===== config.mk =====
export PLATFORM = sky130hd
export DESIGN_NAME = multi_pwm_generator
export DESIGN_NICKNAME = d
export VERILOG_FILES = /design/src/rtl/multi_pwm_generator.sv
export SDC_FILE = /design/constraint.sdc
export NUM_CORES = 1
export LEC_CHECK = 0
export ABC_CLOCK_PERIOD_IN_PS = 4400
export CAP_MARGIN = 25
export CORE_ASPECT_RATIO = 0.7
export CORE_MARGIN = 2
export CORE_UTILIZATION = 26
export DETAILED_ROUTE_END_ITERATION = 7
export DONT_BUFFER_PORTS = 1
export HOLD_SLACK_MARGIN = 0.15
export PLACE_DENSITY = 0.44
export SLEW_MARGIN = 10
export SYNTH_ARGS = -nofsm -noshare
export SYNTH_HDL_FRONTEND = slang
export SYNTH_SLANG_ARGS = --single-unit

===== constraint.sdc =====
create_clock -name clk -period 4.4 [get_ports clk]
set_clock_uncertainty 0.05 [all_clocks]
set_input_delay 0.88 -clock clk [delete_from_list [all_inputs] [get_ports clk]]
set_output_delay 0.88 -clock clk [all_outputs]
set_load 0.05 [all_outputs]

===== src/rtl/multi_pwm_generator.sv =====
// Multi-channel PWM generator with debounced per-channel duty up/down buttons.
// Duty changes are buffered in a shadow register and applied at frame boundaries.
module multi_pwm_generator #(
  parameter int CHANNELS      = 4,
  parameter int PERIOD        = 10,
  parameter int DEBOUNCE_DIV  = 2,
  parameter int INIT_DUTY     = 5,
  parameter int PHASE_STAGGER = 0,
  localparam int DUTY_W       = $clog2(PERIOD + 1)
) (
  input  logic                         clk,
  input  logic                         rst,
  input  logic                         ena,
  input  logic [CHANNELS-1:0]          increase_duty,
  input  logic [CHANNELS-1:0]          decrease_duty,
  output logic [CHANNELS-1:0]          pwm_out,
  output logic [CHANNELS*DUTY_W-1:0]   duty_o
);

  localparam int PRE_W   = (DEBOUNCE_DIV > 1) ? $clog2(DEBOUNCE_DIV) : 1;
  localparam int PHASE_W = DUTY_W + 1;

  localparam logic [PRE_W-1:0]   PRE_LAST  = PRE_W'(DEBOUNCE_DIV - 1);
  localparam logic [DUTY_W-1:0]  CNT_LAST  = DUTY_W'(PERIOD - 1);
  localparam logic [DUTY_W-1:0]  DUTY_MAX  = DUTY_W'(PERIOD);
  localparam logic [DUTY_W-1:0]  DUTY_INIT = DUTY_W'(INIT_DUTY);
  localparam logic [PHASE_W-1:0] PERIOD_P  = PHASE_W'(PERIOD);

  function automatic int phase_offset(input int k);
    return (PHASE_STAGGER != 0) ? (k * PERIOD) / CHANNELS : 0;
  endfunction

  logic [PRE_W-1:0]    presc_q, presc_d;
  logic [DUTY_W-1:0]   cnt_q, cnt_d;
  logic [CHANNELS-1:0] s1_inc_q, s1_inc_d, s2_inc_q, s2_inc_d;
  logic [CHANNELS-1:0] s1_dec_q, s1_dec_d, s2_dec_q, s2_dec_d;
  logic [DUTY_W-1:0]   shadow_q [CHANNELS];
  logic [DUTY_W-1:0]   shadow_d [CHANNELS];
  logic [DUTY_W-1:0]   active_q [CHANNELS];
  logic [DUTY_W-1:0]   active_d [CHANNELS];
  logic [CHANNELS-1:0] pwm_q, pwm_d;

  logic                tick;
  logic                frame_end;
  logic [CHANNELS-1:0] inc_pulse, dec_pulse;
  logic [PHASE_W-1:0]  phase;

  // NOTE: every combinational output gets a default first so no path can infer a latch.
  always_comb begin
    tick      = ena && (presc_q == PRE_LAST);
    frame_end = ena && (cnt_q == CNT_LAST);

    presc_d = presc_q;
    if (ena) presc_d = tick ? '0 : presc_q + PRE_W'(1);

    cnt_d = cnt_q;
    if (ena) cnt_d = frame_end ? '0 : cnt_q + DUTY_W'(1);

    // Two-stage sampler clocked by the slow tick; a pulse marks a debounced rising edge.
    s1_inc_d  = tick ? increase_duty : s1_inc_q;
    s2_inc_d  = tick ? s1_inc_q      : s2_inc_q;
    s1_dec_d  = tick ? decrease_duty : s1_dec_q;
    s2_dec_d  = tick ? s1_dec_q      : s2_dec_q;
    inc_pulse = s1_inc_q & ~s2_inc_q & {CHANNELS{tick}};
    dec_pulse = s1_dec_q & ~s2_dec_q & {CHANNELS{tick}};

    shadow_d = shadow_q;
    active_d = active_q;
    pwm_d    = '0;
    phase    = '0;
    duty_o   = '0;
    for (int k = 0; k < CHANNELS; k++) begin
      if (inc_pulse[k] && !dec_pulse[k] && shadow_q[k] != DUTY_MAX)
        shadow_d[k] = shadow_q[k] + DUTY_W'(1);
      else if (dec_pulse[k] && !inc_pulse[k] && shadow_q[k] != '0)
        shadow_d[k] = shadow_q[k] - DUTY_W'(1);

      if (frame_end) active_d[k] = shadow_q[k];

      phase = {1'b0, cnt_q} + PHASE_W'(phase_offset(k));
      if (phase >= PERIOD_P) phase = phase - PERIOD_P;
      pwm_d[k] = ena && (phase < {1'b0, active_q[k]});

      duty_o[k*DUTY_W +: DUTY_W] = active_q[k];
    end
  end

  // NOTE: sequential state uses non-blocking assignments so all flops update together.
  always_ff @(posedge clk) begin
    if (rst) begin
      presc_q  <= '0;
      cnt_q    <= '0;
      s1_inc_q <= '0;
      s2_inc_q <= '0;
      s1_dec_q <= '0;
      s2_dec_q <= '0;
      pwm_q    <= '0;
      for (int k = 0; k < CHANNELS; k++) begin
        shadow_q[k] <= DUTY_INIT;
        active_q[k] <= DUTY_INIT;
      end
    end else begin
      presc_q  <= presc_d;
      cnt_q    <= cnt_d;
      s1_inc_q <= s1_inc_d;
      s2_inc_q <= s2_inc_d;
      s1_dec_q <= s1_dec_d;
      s2_dec_q <= s2_dec_d;
      pwm_q    <= pwm_d;
      shadow_q <= shadow_d;
      active_q <= active_d;
    end
  end

  assign pwm_out = pwm_q;

endmodule


==> impl_metrics.py <==
metrics = {
    "synth": {
        "ys_ff_latch": 57,
        "synthFlopType": "dfxtp_1",
        "synth_cell_types": 38,
        "synth_top_area_share_pct": 36.76,
        "synth-edff-count": 0,
        "synth_area_per_cell_um2": 8.390,
        "syn-cell-area_um2": 3104,
        "ys_warn_count": 0,
        "netlist_instances": 370,
        "yosysTopAreaCell": "dfxtp_1",
        "async_reset_ff_share_pct": 0,
        "ys_seq_area_share_pct": 36.76,
        "post_synth_main_area_contributors": "dfxtp_1, ha_1, nand2_1",
        "synth_fp_nets": 411,
    },
    "cells_and_area": {
        "finalNetCount": 408,
        "seq_area_um2": 1141,
        "final_layout_size_suffix_gt1_share_pct": 9.140,
        "antenna_cells": 0,
        "multi_input_area_um2": 1832,
        "num-fill-cells": 1230,
        "final_core_util_pct": 30.34,
        "syn2layout_area_growth_pct": 14.19,
        "stdcell_area_um2": 3545,
    },
    "placement": {
        "placed_area_um2": 3248,
        "place_hpwl_um": 5146,
        "place.gp.congestion": 0.7239,
        "port_buffers": 0,
    },
    "floorplan": {
        "io_pins": 31,
        "die_area_um2": 12840,
        "std_cell_rows": 33,
        "die_height_um": 95.42,
        "die_w_um": 134.6,
        "start_util_pct": 26.57,
        "core_um2": 11690,
    },
    "detailed_routing": {
        "wl_met3_um": 387,
        "antenna_left": 0,
        "wl_met1_um": 3538,
        "drc": 0,
        "wl_met2_um": 3029,
        "firstDrtPassIters": 6,
        "via_per_inst": 4.739,
        "drt_iter0_markers": 98,
        "routed_wl_um": 7042,
        "via_count": 2507,
        "dr.max_layer_used": "met4",
        "wl_per_cell_um": 13.31,
    },
    "setup_path": {
        "crit_path_start": "ena",
        "critPathCaptureType": "flip-flop",
        "timing.reg2reg.setup_slack_ns": 1.74,
        "crit_required_ns": 4.61,
        "path_common_cell": "a21oi_1",
        "startpoint_type": "primary input",
        "cp_slowest_cell": "or4_1",
        "critPathKind": "in2reg",
        "r2r_start": "cnt_q[1]",
        "cp_max_fo": 17,
        "endpoint": "shadow_q[7]",
        "slowest_delay_ns": 0.40,
        "critical_path.cell_chain": "and2_1 -> buf_4 -> nand2_1 -> ha_1 -> a21oi_1 -> a211oi_2 -> a31oi_1 -> or4_1 -> a21oi_1",
        "cp_data_arrival_time_ns": 3.03,
        "reg2reg_depth": 11,
        "worst_r2r_endpoint": "pwm_out[1]",
    },
    "clocking": {
        "cts-resized-gates": 0,
        "cts_setup_buffers": 0,
        "cts.path.max_buffers": 2,
        "cts-root-buf": "clkbuf_16",
        "cts_buffers": 9,
        "cts_tree": "built",
        "hold_buffers": 0,
        "clkSinkCount": 57,
        "clk_pin_slew_ns": 0.05,
        "clock_latency_ns": 0.33,
        "cts-htree-levels": 3,
    },
    "grt": {
        "grtUsageTotal_pct": 12.50,
        "grt_pass1_wl_um": 12300,
        "antenna_found_initial": 0,
        "grt_overflow_total": 0,
        "grt_max_degree": 45,
        "grt_pass1_vias": 2502,
    },
    "power": {
        "powerDensity_nw_per_um2": 368.1,
        "power.leakage_nw": 1.299,
        "max-vdd-ir-drop_mv": 0.2084,
    },
    "timing": {
        "worstMarginPinSlew_ns": 0.8941,
        "rsz0062_at_grt": "false",
        "setup_tns_ns": 0,
        "setup_viol": 0,
        "hold_slack_ns": 0.4031,
        "relSlewSlack_pct": 40.39,
        "min_period_ns": 2.820,
        "max_freq_mhz": 354.7,
        "hold_viol": 0,
        "timing.final.max_slew_violations": 0,
        "min_period_over_period_pct": 64.08,
    },
    "worst_hold_path": {
        "hold_class": "reg2reg",
    },
    "job": {
        "max-cap-violations": 0,
    },
    "run_status": {
        "status": "complete, no violations",
    },
}
==> layer usage <==
layer  up-vias  track usage (%)
li1       1280                -
met5         -                0
met3         9            5.316
met2        35            19.30
met1      1183            15.72
met4         0            4.386
==> state kept, by name, summed over array words and instances (netlist names), 4 cells and up <==
name / flops
s1_inc_q: 4
pwm_out: 4
s1_dec_q: 4
s2_inc_q: 4
s2_dec_q: 4
duty_o: 16
cnt_q: 4
shadow_q: 16
==> cells in the final DEF (no fill, tap or decap), drive strengths merged, types with 2 or more instances in the layout <==
| master | n |
|---|---|
| nand2b | 12 |
| nand3 | 13 |
| a21boi | 8 |
| fa | 4 |
| nand2 | 71 |
| a31oi | 4 |
| or4 | 4 |
| nor2b | 5 |
| nor2 | 21 |
| ha | 26 |
| xnor2 | 4 |
| xor2 | 8 |
| a311oi | 4 |
| nor4 | 4 |
| or3 | 4 |
| nor3 | 9 |
| a21oi | 37 |
| clkbuf | 10 |
| o31ai | 4 |
| dfxtp | 57 |
| a211oi | 8 |
| mux2i | 6 |
| buf | 2 |
| o211ai | 6 |
| and2b | 4 |
| clkinv | 4 |
| inv | 17 |
| o21ai | 8 |
==> where the power goes <==
part	total, mW	internal, mW	switching [mW]
Combinational	0.0658	0.0271	0.0387
Sequential	0.545	0.527	0.0179
Clock	0.694	0.449	0.246
==> metrics by stage <==
step,power (mW),setup slack [ns],std cells
2_1_floorplan,0.6129,1.398,370
3_3_place_gp,0.6218,1.284,513
3_5_place_dp,0.6225,1.219,513
4_1_cts,1.328,1.551,529
5_1_grt,1.367,1.336,529
6_report,1.305,1.581,529
==> cell usage after synthesis, drive strengths merged (6+ instances only) <==
master,count
nand2,71
dfxtp,57
a21oi,37
ha,26
nor2,21
inv,17
nand3,13
nand2b,12
clkbuf,9
nor3,9
a211oi,8
a21boi,8
o21ai,8
xor2,8
buf,7
mux2i,6
o211ai,6
==> cell type report <==
| class | count | area share (%) |
|---|---|---|
| clock buffers | 10 | 6.742 |
| clock inverters | 6 | 1.624 |
| repair buffers | 2 | 0.4236 |
| inverters | 17 | 1.800 |
| flip-flops and latches | 57 | 32.19 |
| multi-input cells | 280 | 51.68 |
| well taps | 157 | 5.542 |
==> logic make-up after synthesis <==
group | after synthesis | synth area share (%)
muxes | 6 | 1.935
and+or+nand+nor | 150 | 23.30
xor gates and xnor gates | 12 | 3.386
adders and majority gates | 30 | 13.06
DFF | 57 | 36.76
buffers and inverters | 33 | 4.232
AOI/OAI and AO/OA | 82 | 17.33
==> critical path, delay by kind of cell <==
kind | cells | cell delay [ns]
fa+ha+maj | 1 | 0.38
simple gates | 3 | 0.90
buf+inv | 1 | 0.31
compound gates | 4 | 0.55
==> worst min path at each step <==
stage,startpoint,end,cells after the start
after floorplan,s2_dec_q[0],s2_dec_q[0],2
after global placement,s2_dec_q[0],s2_dec_q[0],2
after detailed placement,s2_dec_q[0],s2_dec_q[0],2
after CTS,s2_dec_q[0],s2_dec_q[0],2
after global routing,s2_dec_q[2],s2_dec_q[2],2
final,s2_dec_q[3],s2_dec_q[3],2
(Power assumes the default switching activity.)
